<file path="src/rtl/inst_wb_if.sv">
// inst_wb_if: memory-stage input, dbus read response and register-file write bundle for inst_wb
interface inst_wb_if #(
  parameter int DATA_WIDTH     = 32,
  parameter int REG_ADDR_WIDTH = 5
);
  typedef struct packed {
    logic                      we;
    logic [REG_ADDR_WIDTH-1:0] waddr;
    logic [DATA_WIDTH-1:0]     wrdata;
  } reg_wreq_t;
  typedef struct packed {
    logic        read;
    logic [31:0] addr;
  } dcache_req_t;
  typedef struct packed {
    logic [2:0] mem_type;
  } decode_resp_t;
  typedef struct packed {
    logic         valid;
    reg_wreq_t    regs_wreq;
    dcache_req_t  dcache_req;
    decode_resp_t decode_resp;
  } pipe_mm_t;
  logic                  ready_i;
  logic                  ready_o;
  pipe_mm_t              pipe_mm;
  logic                  dbus_rvalid;
  logic [DATA_WIDTH-1:0] dbus_rddata;
  reg_wreq_t             regs_wreq;
  logic                  wb_valid;
  logic                  load_pending;
  modport master (
    output ready_i, pipe_mm, dbus_rvalid, dbus_rddata,
    input  ready_o, regs_wreq, wb_valid, load_pending
  );
  modport slave (
    input  ready_i, pipe_mm, dbus_rvalid, dbus_rddata,
    output ready_o, regs_wreq, wb_valid, load_pending
  );
endinterface

</file>
<file path="src/rtl/inst_wb.sv">
// inst_wb: MIPS write-back stage; waits for load data, aligns/merges it and registers the regfile write
module inst_wb #(
  parameter int DATA_WIDTH     = 32,
  parameter int REG_ADDR_WIDTH = 5
) (
  input logic     clk,
  input logic     rst,
  inst_wb_if.slave wb
);
  localparam logic [0:0] IDLE = 1'b0;
  localparam logic [0:0] WAIT = 1'b1;
  localparam logic [2:0] LB = 3'd0, LBU = 3'd1, LH = 3'd2, LHU = 3'd3, LWL = 3'd5, LWR = 3'd6;
  logic [0:0]                state_q, state_d;
  logic                      buf_valid_q, buf_valid_d;
  logic [DATA_WIDTH-1:0]     buf_q, buf_d;
  logic                      wb_valid_q, wb_valid_d;
  logic                      we_q, we_d;
  logic [REG_ADDR_WIDTH-1:0] waddr_q, waddr_d;
  logic [DATA_WIDTH-1:0]     wrdata_q, wrdata_d;
  logic                      is_load, rdy, capture;
  logic [DATA_WIDTH-1:0]     rd, rt, lwl, lwr, ld;
  logic [1:0]                a;
  logic [2:0]                mt;
  logic [4:0]                sh;
  logic [7:0]                b;
  logic [15:0]               h;
  always_comb begin
    is_load = wb.pipe_mm.valid & wb.pipe_mm.dcache_req.read;
    rdy     = wb.ready_i & (((state_q == IDLE) & !is_load) | wb.dbus_rvalid | buf_valid_q);
    rd      = buf_valid_q ? buf_q : wb.dbus_rddata;
    rt      = wb.pipe_mm.regs_wreq.wrdata;
    a       = wb.pipe_mm.dcache_req.addr[1:0];
    mt      = wb.pipe_mm.decode_resp.mem_type;
    sh      = {a, 3'b000};
    b       = rd[sh +: 8];
    h       = a[1] ? rd[31:16] : rd[15:0];
    lwl     = (rd << {~a, 3'b000}) | (rt & (32'h00FF_FFFF >> sh));
    lwr     = (rd >> sh) | (rt & ~(32'hFFFF_FFFF >> sh));
    ld      = (mt == LB)  ? {{24{b[7]}}, b} :
              (mt == LBU) ? {24'b0, b} :
              (mt == LH)  ? {{16{h[15]}}, h} :
              (mt == LHU) ? {16'b0, h} :
              (mt == LWL) ? lwl :
              (mt == LWR) ? lwr : rd;
    // a response arriving while frozen is parked so it is not lost
    capture     = wb.dbus_rvalid & !wb.ready_i & !buf_valid_q & ((state_q == WAIT) | is_load);
    state_d     = rdy ? IDLE : (is_load & (state_q == IDLE)) ? WAIT : state_q;
    buf_valid_d = rdy ? 1'b0 : (capture | buf_valid_q);
    buf_d       = capture ? wb.dbus_rddata : buf_q;
    wb_valid_d  = rdy ? wb.pipe_mm.valid : wb.ready_i ? 1'b0 : wb_valid_q;
    we_d        = rdy ? (wb.pipe_mm.valid & wb.pipe_mm.regs_wreq.we & (|wb.pipe_mm.regs_wreq.waddr)) :
                  wb.ready_i ? 1'b0 : we_q;
    waddr_d     = rdy ? wb.pipe_mm.regs_wreq.waddr : waddr_q;
    wrdata_d    = rdy ? (is_load ? ld : rt) : wrdata_q;
  end
  always_ff @(posedge clk) begin
    if (rst) begin
      state_q     <= IDLE;
      buf_valid_q <= 1'b0;
      buf_q       <= '0;
      wb_valid_q  <= 1'b0;
      we_q        <= 1'b0;
      waddr_q     <= '0;
      wrdata_q    <= '0;
    end else begin
      state_q     <= state_d;
      buf_valid_q <= buf_valid_d;
      buf_q       <= buf_d;
      wb_valid_q  <= wb_valid_d;
      we_q        <= we_d;
      waddr_q     <= waddr_d;
      wrdata_q    <= wrdata_d;
    end
  end
  assign wb.ready_o      = rdy;
  assign wb.regs_wreq    = {we_q, waddr_q, wrdata_q};
  assign wb.wb_valid     = wb_valid_q;
  assign wb.load_pending = (state_q == WAIT);
endmodule
</file>
<file path="src/flat_wrapper.sv">
// flat-port wrapper written by rule: the top's interface ports become plain ports
module inst_wb_flat 
#(
  parameter int DATA_WIDTH     = 32,
  parameter int REG_ADDR_WIDTH = 5
)
  (clk, rst, wb_ready_i, wb_pipe_mm, wb_dbus_rvalid, wb_dbus_rddata, wb_ready_o, wb_regs_wreq, wb_wb_valid, wb_load_pending);
  inst_wb_if #(.DATA_WIDTH(DATA_WIDTH), .REG_ADDR_WIDTH(REG_ADDR_WIDTH)) wb_i ();
  input logic clk;
  input logic rst;
  input wire logic [$bits(wb_i.ready_i)-1:0] wb_ready_i;
  input wire logic [$bits(wb_i.pipe_mm)-1:0] wb_pipe_mm;
  input wire logic [$bits(wb_i.dbus_rvalid)-1:0] wb_dbus_rvalid;
  input wire logic [$bits(wb_i.dbus_rddata)-1:0] wb_dbus_rddata;
  output wire logic [$bits(wb_i.ready_o)-1:0] wb_ready_o;
  output wire logic [$bits(wb_i.regs_wreq)-1:0] wb_regs_wreq;
  output wire logic [$bits(wb_i.wb_valid)-1:0] wb_wb_valid;
  output wire logic [$bits(wb_i.load_pending)-1:0] wb_load_pending;
  assign wb_i.ready_i = wb_ready_i;
  assign wb_i.pipe_mm = wb_pipe_mm;
  assign wb_i.dbus_rvalid = wb_dbus_rvalid;
  assign wb_i.dbus_rddata = wb_dbus_rddata;
  assign wb_ready_o = wb_i.ready_o;
  assign wb_regs_wreq = wb_i.regs_wreq;
  assign wb_wb_valid = wb_i.wb_valid;
  assign wb_load_pending = wb_i.load_pending;
  inst_wb #(.DATA_WIDTH(DATA_WIDTH), .REG_ADDR_WIDTH(REG_ADDR_WIDTH)) u_core (.clk(clk), .rst(rst), .wb(wb_i));
endmodule
</file>
<file path="config.mk">
export PLATFORM = sky130hd
export DESIGN_NAME = inst_wb_flat
export DESIGN_NICKNAME = d
export VERILOG_FILES = /design/src/rtl/inst_wb_if.sv /design/src/rtl/inst_wb.sv /design/src/flat_wrapper.sv
export SDC_FILE = /design/constraint.sdc
export NUM_CORES = 1
export LEC_CHECK = 0
export BUFFER_PORTS_ARGS = -buffer_cell sky130_fd_sc_hd__clkbuf_2
export CAP_MARGIN = 15
export CORE_MARGIN = 1
export CORE_UTILIZATION = 49
export DETAILED_ROUTE_END_ITERATION = 8
export PLACE_DENSITY_LB_ADDON = 0.25
export SYNTH_ARGS = -nofsm -noshare
export SYNTH_HDL_FRONTEND = slang
export SYNTH_SLANG_ARGS = --single-unit
</file>
<file path="constraint.sdc">
create_clock -name clk -period 2.05 [get_ports clk]
set_clock_uncertainty 0.2 [all_clocks]
set_input_delay 0.41 -clock clk [delete_from_list [all_inputs] [get_ports clk]]
set_output_delay 0.41 -clock clk [all_outputs]
set_load 0.005 [all_outputs]
</file>
==> results of run 1 <==
## state kept, by name (all words and copies together) (netlist names)
name,cells
u_core.buf_q,32
u_core.buf_valid_q,1
u_core.waddr_q,5
u_core.wb.load_pending,1
u_core.wb.wb_valid,1
u_core.we_q,1
u_core.wrdata_q,32
## repair_timing
action,in CTS,in global routing
setup buffers,5,3
setup endpoints to repair,65,65
endpoints found under the hold margin,0,0
gates resized for setup,24,24
pin swaps,20,4
hold buffers,0,0
## cells by family after synthesis
kind of cell	synth area share, %
flip-flops	26.3
multiplexers	20.7
AO/OA/AOI/OAI	31.2
AND/OR/NAND/NOR	15.6
buffers and inverters	6.06
XOR/XNOR	0.158
## report_power, final
part           internal (W)  switching (W)
clock network       0.00114       0.000648
logic              0.000624       0.000687
registers           0.00150      0.0000522
total               0.00326        0.00139
## final cells by class
class,count,area share [%]
Inverter,4,0.194
Clock inverter,4,0.954
Timing Repair Buffer,252,23.0
Clock buffer,12,3.32
Tap cell,140,2.26
Sequential cell,73,18.9
Multi-Input combinational cell,522,51.3
## per-layer routing
metal  GRT usage [%]  part of all wire [%]
met1            45.8                    42
met2            54.5                    45
met3            6.93                   9.1
met4            15.8                   3.2
met5               0                     0
## final timing paths
check	slack, ps	end	cells after the start
worst max-delay path	-210	u_core.wrdata_q[24]	6
worst min-delay path	90	u_core.waddr_q[4]	3
worst max register to register	-210	u_core.wrdata_q[24]	6
worst min register to register	250	u_core.wrdata_q[19]	2
## Yosys cell counts (all sizes together) (2+ instances only)
cell	instances
a311oi	3
nor2	53
nor2b	16
inv	4
o2bb2ai	8
a221oi	14
and2	2
a22o	7
o221ai	22
mux4	23
a21o	9
mux2i	26
mux2	31
dfxtp	73
o2111ai	2
clkbuf	37
o21ai	48
a211oi	22
o22ai	7
buf	27
nand2b	4
a221o	7
nand3b	3
a211o	8
o211ai	3
o31ai	9
nand2	105
a21oi	67
## through the flow
| stage | hold WS, ps | area (um^2) | power (W) | setup TNS [ps] |
|---|---|---|---|---|
| floorplan | 241 | 5600 | 0.00222 | -517 |
| global placement | 236 | 7140 | 0.00276 | -9870 |
| detailed placement | 246 | 7140 | 0.00279 | -11900 |
| CTS | 87.7 | 7600 | 0.00460 | -4980 |
| global route | 95.5 | 7730 | 0.00483 | -8650 |
| finish | 90.2 | 7730 | 0.00465 | -5510 |
## worst max-delay path: stages, from the launching register on
cell and delay (ps):
dfxtp_4 380, buf_12 130, mux4_2 590, mux2i_4 220
o41ai_4 140, buf_6 180, a221o_1 310
==> summary.md, run 1 <==
| Metric | Value |
|---|---|
| Max cap viols | `0` |
| Failing checks | `negative setup slack` |
| Starting Density | `approximately half` |
| DP Worst Slack | `-367 ps` |
| Post-synth EDFFs | `0` |
| HP Class | `input pin to flop` |
| CTS Buf Count | `9` |
| Pwr Density | `601 nW/um^2` |
| H-tree depth | `3` |
| Normalized max-slew margin | `60.4%` |
| Number of global-route vias before repair | `5884` |
| Register area share after synthesis | `about a quarter` |
| Worst vdd ir | `between 500 and 600 uV` |
| Required time of the critical path | `2090 ps` |
| Period minus WS final | `2260 ps` |
| Die H | `108 um` |
| First DRT Iteration DRCs | `451` |
| TritonRoute pass-1 iters | `5` |
| Fin util | `70.7%` |
| Initial antenna violation count | `0` |
| FF/Latch Area | `approximately 1500 um^2` |
| Commonest non-fill, non-tap cell in the layout | `clkbuf_2` |
| Kind of end point of the critical path | `flop` |
| Ranking of synthesized cells by area | `dfxtp_1, mux4_2, nand2_1, mux2_2, a21oi_1` |
| Outcome | `finished with violations` |
| Placed Cells | `984` |
| Die area | `between 10000 and 15000 um^2` |
| FILL cells | `867` |
| TritonCTS clock tree | `built` |
| GRT Total Usage | `roughly a third` |
| Routed Antenna Nets | `0` |
| Clock buffer depth | `2` |
| Most frequent cells in the layout | `clkbuf_2, buf_4, nand2_1` |
| Post-synth top area share | `between 20% and 30%` |
| Clock-pin transition on the worst setup and hold timing paths | `roughly 60 ps` |
| Crit path from | `u_core.buf_valid_q` |
| Async SR Flop Fraction | `0%` |
| NumNets Final | `approximately 1000` |
| Root buf cell | `clkbuf_16` |
| IO Pins | `152` |
| Vias | `6274` |
| Vias per cell | `6.23` |
| Max-slew violation count | `0` |
| Static leakage | `3.13 nW` |
| First-pass GRT wire length | `30800 um` |
| Worst flop-to-flop path startpoint | `u_core.buf_valid_q` |
| FP Rows | `38` |
| Multi-input logic area | `just under 4000 um^2` |
| Mapped cell area | `around 5600 um^2` |
| Setup ws final | `-213 ps` |
| Layout cells sized above 1 | `a little over two fifths` |
| FMAX | `around 440 MHz` |
| Yosys Warn Count | `0` |
| DP Wirelength | `15200 um` |
| RSZ-0062 raised after global routing | `true` |
| Mean Syn Cell Area | `8.38 um^2` |
| Average wire per standard cell | `19.8 um` |
| Pin count of the biggest net entering global routing | `49` |
| Area grow syn2layout | `39.3%` |
| Gate Count Post-Synth | `about 660` |
| Post-Layout Cell Count | `a little over 1000` |
| Final Setup Violations | `64` |
| Worst-path fanout max | `9` |
| Crit path kind | `flop to flop` |
| Tightest Pin Transition | `between 500 and 600 ps` |
| #FFs+latches synth | `73` |
| Largest area contributor in the netlist | `dfxtp_1` |
| Startpoint type of the worst setup path | `flop` |
| Final worst-path cycle share | `110%` |
| Crit path DAT | `2300 ps` |
| Global route overflow | `0` |
| Die W | `108 um` |
| # port buffers | `approximately 120` |
| Ys flop type | `dfxtp_1` |
| Final Hold Violating Endpoints | `0` |
| Number of remaining DRC errors | `0` |
| Post-Route WL | `20000 um` |
| Gp weighted congestion | `slightly below 0.9` |
| CTS sink count | `73` |
| Hold Crit Start | `wb_pipe_mm[72]` |
| Unique masters post-synth | `64` |
| Syn Nets | `about 770` |
| Worst skew pair latency | `350 ps` |
| Core ar. | `roughly 11000 um^2` |
| Antenna cells | `0` |
Power figures use the tool's default switching activity.
==> inputs of run 2 (changes only) <==
--- a/config.mk
+++ b/config.mk
@@ -8,7 +8,7 @@
 export BUFFER_PORTS_ARGS = -buffer_cell sky130_fd_sc_hd__clkbuf_2
 export CAP_MARGIN = 15
 export CORE_MARGIN = 1
-export CORE_UTILIZATION = 49
+export CORE_UTILIZATION = 54
 export DETAILED_ROUTE_END_ITERATION = 8
 export PLACE_DENSITY_LB_ADDON = 0.25
 export SYNTH_ARGS = -nofsm -noshare
==> constraint.sdc (replaced) <==
create_clock -name clk -period 2.46 [get_ports clk]
set_clock_uncertainty 0.2 [all_clocks]
set_input_delay 0.492 -clock clk [delete_from_list [all_inputs] [get_ports clk]]
set_output_delay 0.492 -clock clk [all_outputs]
set_load 0.005 [all_outputs]
==> run 2 against run 1 <==
  * Setup slack improved by 260 ps
  * Critical path type is now flop to output port
  * Flip-flop and latch count unchanged
  * Sequential power decreased by 17%
  * Largest power group is now registers
  * Critical endpoint is now wb_ready_o
  * Clock-buffer cell count decreased by 2
  * First-iteration DRC count increased by 15%
  * Non-clock buffer count decreased by 79
  * Hold slack improved by 64 ps
  * The flow now finishes without violations
  * Via count decreased by 5.3%
  * Critical path depth decreased by 1
  * Die area decreased by 9.1%
  * Cell count decreased by 8.6%
==> summary.md, run 2 (synthesis results as in run 1) <==
| Metric | Value |
|---|---|
| Routed length on met2 | `8450 um (-6.7%)` |
| First DRT Iteration DRCs | `519 (+15%)` |
| RSZ-0062 raised after global routing | `false` |
| TritonCTS clock tree | `built` |
| CTS Buf Count | `9 (unchanged)` |
| Gp weighted congestion | `1.01 (+12%)` |
| Static leakage | `2.61 nW (-17%)` |
| Required time of the critical path | `1770 ps (-320 ps)` |
| Worst skew pair latency | `360 ps (about the same)` |
| Global route overflow | `0 (unchanged)` |
| FILL cells | `826 (-4.7%)` |
| Die H | `103 um (-4.7%)` |
| Worst R2R End | `u_core.wrdata_q[26]` |
| Average wire per standard cell | `20.4 um (+3.1%)` |
| FP Rows | `36 (-5.3%)` |
| FMAX | `414 MHz` |
| Final Hold Violating Endpoints | `0 (unchanged)` |
| PnR Total Power | `0.00330 W (-29%)` |
| HP Class | `input pin to flop` |
| Outcome | `completed` |
| Number of global-route vias before repair | `5333 (-9.4%)` |
| GRT Total Usage | `35.3% (+0.60 points)` |
| CTS sink count | `73 (unchanged)` |
| Period minus WS final | `2420 ps` |
| Starting Density | `56.3% (+5.5 points)` |
| Detail Route met3 WL | `1660 um (-8.9%)` |
| Core ar. | `9860 um^2 (-9.8%)` |
| Antenna cells | `0 (unchanged)` |
| Number of remaining DRC errors | `0 (unchanged)` |
| Fin Setup TNS | `0 ps (+5510 ps)` |
| DP Wirelength | `14200 um (-6.9%)` |
| Post-Route WL | `18800 um (-5.8%)` |
| Most frequent cells in the layout | `clkbuf_2, nand2_1, dfxtp_1` |
| Final Setup Violations | `0 (-100%)` |
| Max cap viols | `0 (unchanged)` |
| Clock-pin transition on the worst setup and hold timing paths | `90 ps (+30 ps)` |
| H-tree depth | `3 (unchanged)` |
| Final worst-path cycle share | `98.2%` |
| Root buf cell | `clkbuf_8` |
| Hold Path Sink | `u_core.waddr_q[1]` |
| Routed Antenna Nets | `0 (unchanged)` |
| Reg2reg path depth | `6 (unchanged)` |
| Tightest Pin Transition | `632 ps (+40.9 ps)` |
| Pin count of the biggest net entering global routing | `56 (+14%)` |
| First-pass GRT wire length | `28200 um (-8.2%)` |
| IO Pins | `152 (unchanged)` |
| Crit path DAT | `1720 ps (-580 ps)` |
| DP Worst Slack | `-138 ps (+229 ps)` |
| Met1 WL | `7890 um (-6.6%)` |
| Kind of end point of the critical path | `output port` |
| Commonest non-fill, non-tap cell in the layout | `clkbuf_2` |
| Hold Crit Start | `wb_pipe_mm[69]` |
| Normalized max-slew margin | `56.7% (-3.8 points)` |
| Clock buffer depth | `2 (unchanged)` |
| Worst vdd ir | `421 uV (-23%)` |
| TritonRoute pass-1 iters | `5 (unchanged)` |
| Vias per cell | `6.46 (+3.6%)` |
| Top Registers | `u_core.buf_q x32, u_core.wrdata_q x32, u_core.waddr_q x5` |
| Area grow syn2layout | `21.3%` |
| Startpoint type of the worst setup path | `flop` |
| Crit path kind | `flop to output port` |
| Fin util | `68.3% (-2.5 points)` |
| # port buffers | `121 (unchanged)` |
| Die W | `103 um (-4.7%)` |
| Worst flop-to-flop path startpoint | `u_core.buf_valid_q` |
| NumNets Final | `894 (-8.1%)` |
| Pwr Density | `490 nW/um^2 (-18%)` |
| Worst-path fanout max | `15 (+6)` |
| Die area | `10700 um^2 (-9.1%)` |
| Vias | `5940 (-5.3%)` |
| Hold buffer count at CTS | `0 (unchanged)` |
| Max-slew violation count | `0 (unchanged)` |
| Setup ws final | `44.8 ps (+258 ps)` |
| Initial antenna violation count | `0 (unchanged)` |
| Layout cells sized above 1 | `32.7% (-9.6 points)` |
| Max Used Layer | `met4` |
| Cell depth of the worst min-delay path | `3 (unchanged)` |
| Flop-to-flop setup slack | `70 ps (+280 ps)` |
==> run 2: final cells by class <==
cell class                      count  area, um^2  share of cell area (%)
Clock buffer                       10         138                    2.04
Timing Repair Buffer              173        1100                    16.3
Sequential cell                    73        1470                    21.8
Inverter                            4        15.0                   0.223
Multi-Input combinational cell    522        3770                    56.0
Tap cell                          133         166                    2.47
Clock inverter                      5        78.8                    1.17
==> run 2: critical path: stages (launching register included) <==
cell      delay [ps]
dfxtp_4          410
buf_12           170
buf_4            180
o31ai_2          300
inv_2            150
clkbuf_2         140
==> run 2: report_power, final <==
group          total (W)  switching [W]  internal [W]
Clock            0.00109       0.000491      0.000594
Sequential       0.00129      0.0000444       0.00125
Combinational   0.000920       0.000517      0.000403
==> run 2: stage by stage <==
stage	hold WS (ps)	std cells	cell area (um^2)
floorplan	241	663	5550
global placement	236	902	6480
detailed placement	244	902	6480
CTS	159	920	6720
global route	165	920	6740
finish	155	920	6740
==> run 2: worst max path at each step <==
stage                                  start                  end  slack, ps  cells past startpoint
after floorplan                wb_pipe_mm[4]  u_core.wrdata_q[30]        180                      7
after global placement         wb_pipe_mm[4]  u_core.wrdata_q[13]        -40                      6
after detailed placement       wb_pipe_mm[4]  u_core.wrdata_q[11]       -140                      6
after CTS                 u_core.buf_valid_q  u_core.wrdata_q[24]          2                      6
after global routing      u_core.buf_valid_q           wb_ready_o         10                      5
final                     u_core.buf_valid_q           wb_ready_o         40                      5
==> run 2: timing repair <==
item	4_1_cts	5_1_grt
cloned	0	0
pin swaps	1	0
resized for setup	0	3
setup endpoints to repair	6	15
setup buffers	3	0
==> run 2: layer usage <==
layer	vias to the layer above	GRT usage (%)
met4	0	18.0
met1	2796	49.0
met3	49	4.84
li1	2755	-
met2	340	53.7
met5	-	0
==> inputs of run 3 (changes only) <==
--- a/config.mk
+++ b/config.mk
@@ -7,8 +7,10 @@
 export LEC_CHECK = 0
 export BUFFER_PORTS_ARGS = -buffer_cell sky130_fd_sc_hd__clkbuf_2
 export CAP_MARGIN = 15
+export CELL_PAD_IN_SITES_DETAIL_PLACEMENT = 0
+export CELL_PAD_IN_SITES_GLOBAL_PLACEMENT = 2
 export CORE_MARGIN = 1
-export CORE_UTILIZATION = 54
+export CORE_UTILIZATION = 31
 export DETAILED_ROUTE_END_ITERATION = 8
 export PLACE_DENSITY_LB_ADDON = 0.25
 export SYNTH_ARGS = -nofsm -noshare
==> run 3 against run 2 <==
  * Flip-flop and latch count unchanged
  * Highest routed layer unchanged
  * Via count decreased by 1.2%
  * Critical endpoint unchanged
  * Non-clock buffer count increased by 23
  * Die area increased by 73%
  * Critical path depth increased by 1
  * Sequential share of layout area decreased by 1.2 points
  * Global-route usage decreased by 12 points
  * Hold slack improved by 23 ps
==> summary.md, run 3 (synthesis results as in run 1) <==
| Metric | Value |
|---|---|
| NumNets Final | `917 (+2.6%)` |
| DP Worst Slack | `-163 ps (-25.5 ps)` |
| # port buffers | `121 (unchanged)` |
| First DRT Iteration DRCs | `440 (-15%)` |
| Number of global-route vias before repair | `5458 (+2.3%)` |
| Area grow syn2layout | `28.2%` |
| Largest stage delay, worst path | `380 ps (-30 ps)` |
| Pin count of the biggest net entering global routing | `56 (unchanged)` |
| Placed inst area | `6710 um^2 (+3.6%)` |
| CTS Buf Count | `9 (unchanged)` |
| CTS sink count | `73 (unchanged)` |
| Crit path from | `u_core.buf_valid_q` |
| Setup ws final | `91.6 ps (+46.8 ps)` |
| Crit path depth | `6 (+1)` |
| FP Rows | `48 (+33%)` |
| Startpoint type of the worst setup path | `flop` |
| Vias | `5866 (-1.2%)` |
| First-pass GRT wire length | `32500 um (+15%)` |
| Final Setup Violations | `0 (unchanged)` |
| Worst flop-to-flop path startpoint | `u_core.buf_valid_q` |
| Worst R2R End | `u_core.wrdata_q[4]` |
| GRT Total Usage | `23.8% (-12 points)` |
| HP Class | `input pin to flop` |
| Clock-pin transition on the worst setup and hold timing paths | `60 ps (-30 ps)` |
| PnR Total Power | `0.00372 W (+13%)` |
| Crit path kind | `flop to output port` |
| Hold buffer count at CTS | `0 (unchanged)` |
| Cell depth of the worst min-delay path | `3 (unchanged)` |
| Buffer and inverter count on the worst path | `5 (+1)` |
| Worst-path fanout max | `16 (+1)` |
| DP Wirelength | `16800 um (+19%)` |
| Slowest stage cell on the critical path | `dfxtp_4` |
| Kind of end point of the critical path | `output port` |
| IO Pins | `152 (unchanged)` |
| Fin area | `7120 um^2 (+5.7%)` |
| Hold_ws | `178 ps (+22.9 ps)` |
| CP dominant cell by count | `buf_6` |
| Flop-to-flop setup slack | `90 ps (+20 ps)` |
| Starting Density | `31.9% (-24 points)` |
| Antenna cells | `0 (unchanged)` |
| Average wire per standard cell | `21.3 um (+4.1%)` |
| Layout cells sized above 1 | `34.6% (+2.0 points)` |
| FMAX | `422 MHz (+2.0%)` |
| Global route overflow | `0 (unchanged)` |
| Static leakage | `2.76 nW (+5.6%)` |
| Die H | `136 um (+31%)` |
| Number of remaining DRC errors | `0 (unchanged)` |
| CP delay by family, top | `buffers and inverters` |
| Max cap viols | `0 (unchanged)` |
| Max-slew violation count | `0 (unchanged)` |
| Final worst-path cycle share | `96.3% (-1.9 points)` |
| Crit path DAT | `1680 ps (-40 ps)` |
| Period minus WS final | `2370 ps (-46.8 ps)` |
| Reg2reg path depth | `10 (+4)` |
| Pwr Density | `522 nW/um^2 (+6.6%)` |
| TritonCTS clock tree | `built` |
| Worst skew pair latency | `350 ps (about the same)` |
| TritonRoute pass-1 iters | `5 (unchanged)` |
| Tightest Pin Transition | `702 ps (+69.7 ps)` |
| Top Registers | `u_core.buf_q x32, u_core.wrdata_q x32, u_core.waddr_q x5` |
| Die W | `136 um (+31%)` |
| Vias per cell | `5.66 (-12%)` |
| Required time of the critical path | `1770 ps (about the same)` |
| RSZ-0062 raised after global routing | `false` |
| Outcome | `completed` |
| Gp weighted congestion | `0.882 (-12%)` |
| Hold Path Sink | `u_core.waddr_q[0]` |
| Normalized max-slew margin | `52.9% (-3.7 points)` |
| Crit path cell chain | `buf_12, buf_6, o31ai_4, inv_2, buf_6, clkbuf_2` |
| Initial antenna violation count | `0 (unchanged)` |
| Hold Crit Start | `wb_pipe_mm[68]` |
| Die area | `18500 um^2 (+73%)` |
| Routed Antenna Nets | `0 (unchanged)` |
| Commonest non-fill, non-tap cell in the layout | `clkbuf_2` |
| Final Hold Violating Endpoints | `0 (unchanged)` |
| Post-Route WL | `22100 um (+17%)` |
| Most frequent cells in the layout | `clkbuf_2, nand2_1, dfxtp_1` |
| Clock buffer depth | `2 (unchanged)` |
| H-tree depth | `3 (unchanged)` |
| Root buf cell | `clkbuf_16` |
| Core ar. | `17400 um^2 (+77%)` |
| Worst vdd ir | `347 uV (-18%)` |
==> run 3: changes by cell type in the layout (fill, tap and decap cells not counted), moves of 2 or more <==
cell,change
clkbuf_8,-10
clkinvlp_4,+2
clkbuf_16,+10
buf_4,+22
clkbuf_1,+2
buf_12,-2
==> run 3: metrics by stage <==
| stage | util [%] | setup TNS, ps | std cells |
|---|---|---|---|
| final | 40.9 | 0 | 1036 |
| after CTS | 40.6 | 0 | 1032 |
| after floorplan | - | 0 | 663 |
| after global placement | 38.5 | -733 | 1013 |
| after global routing | 40.9 | 0 | 1036 |
| after detailed placement | 38.5 | -973 | 1013 |
==> run 3: report_power, final <==
part	internal [W]	total (W)	switching [W]
Sequential	0.00125	0.00129	0.0000439
Clock	0.000888	0.00145	0.000558
Combinational	0.000427	0.000977	0.000549
==> run 3: area by class of cell <==
type | count | area, um^2
repair buffers | 196 | 1270
multi-input cells | 522 | 3780
well taps | 225 | 282
clock inverters | 5 | 80.1
clock buffers | 11 | 233
fillers | 1830 | 10300
flip-flops and latches | 73 | 1470
inverters | 4 | 15.0
==> run 3: metal layers <==
layer	vias up	wire length, um	global-route usage (%)
li1	2802	-	-
met1	2832	10300	33.2
met2	204	9880	36.8
met3	28	1380	4.33
met4	0	484	7.43
met5	-	0	0
==> run 3: what timing repair did <==
action,in CTS,in global routing
pin swaps,1,3
cloned,0,1
resized for setup,4,2
buffers inserted,3,3
setup endpoints to repair,8,21
==> run 3: worst register-to-register path: stages (launching register included) <==
cell	delay, ps
dfxtp_4	380
clkbuf_2	150
buf_4	150
clkbuf_16	170
buf_4	160
mux2i_1	120
buf_4	180
o2bb2ai_1	120
a22o_1	180
a211o_1	300
a211oi_1	180
==> run 3: worst max path at each step <==
stage | to | slack, ps
2_1_floorplan | u_core.wrdata_q[30] | 180
3_3_place_gp | u_core.wrdata_q[13] | -120
3_5_place_dp | u_core.wrdata_q[11] | -160
4_1_cts | wb_ready_o | 10
5_1_grt | wb_ready_o | 9
6_report | wb_ready_o | 90
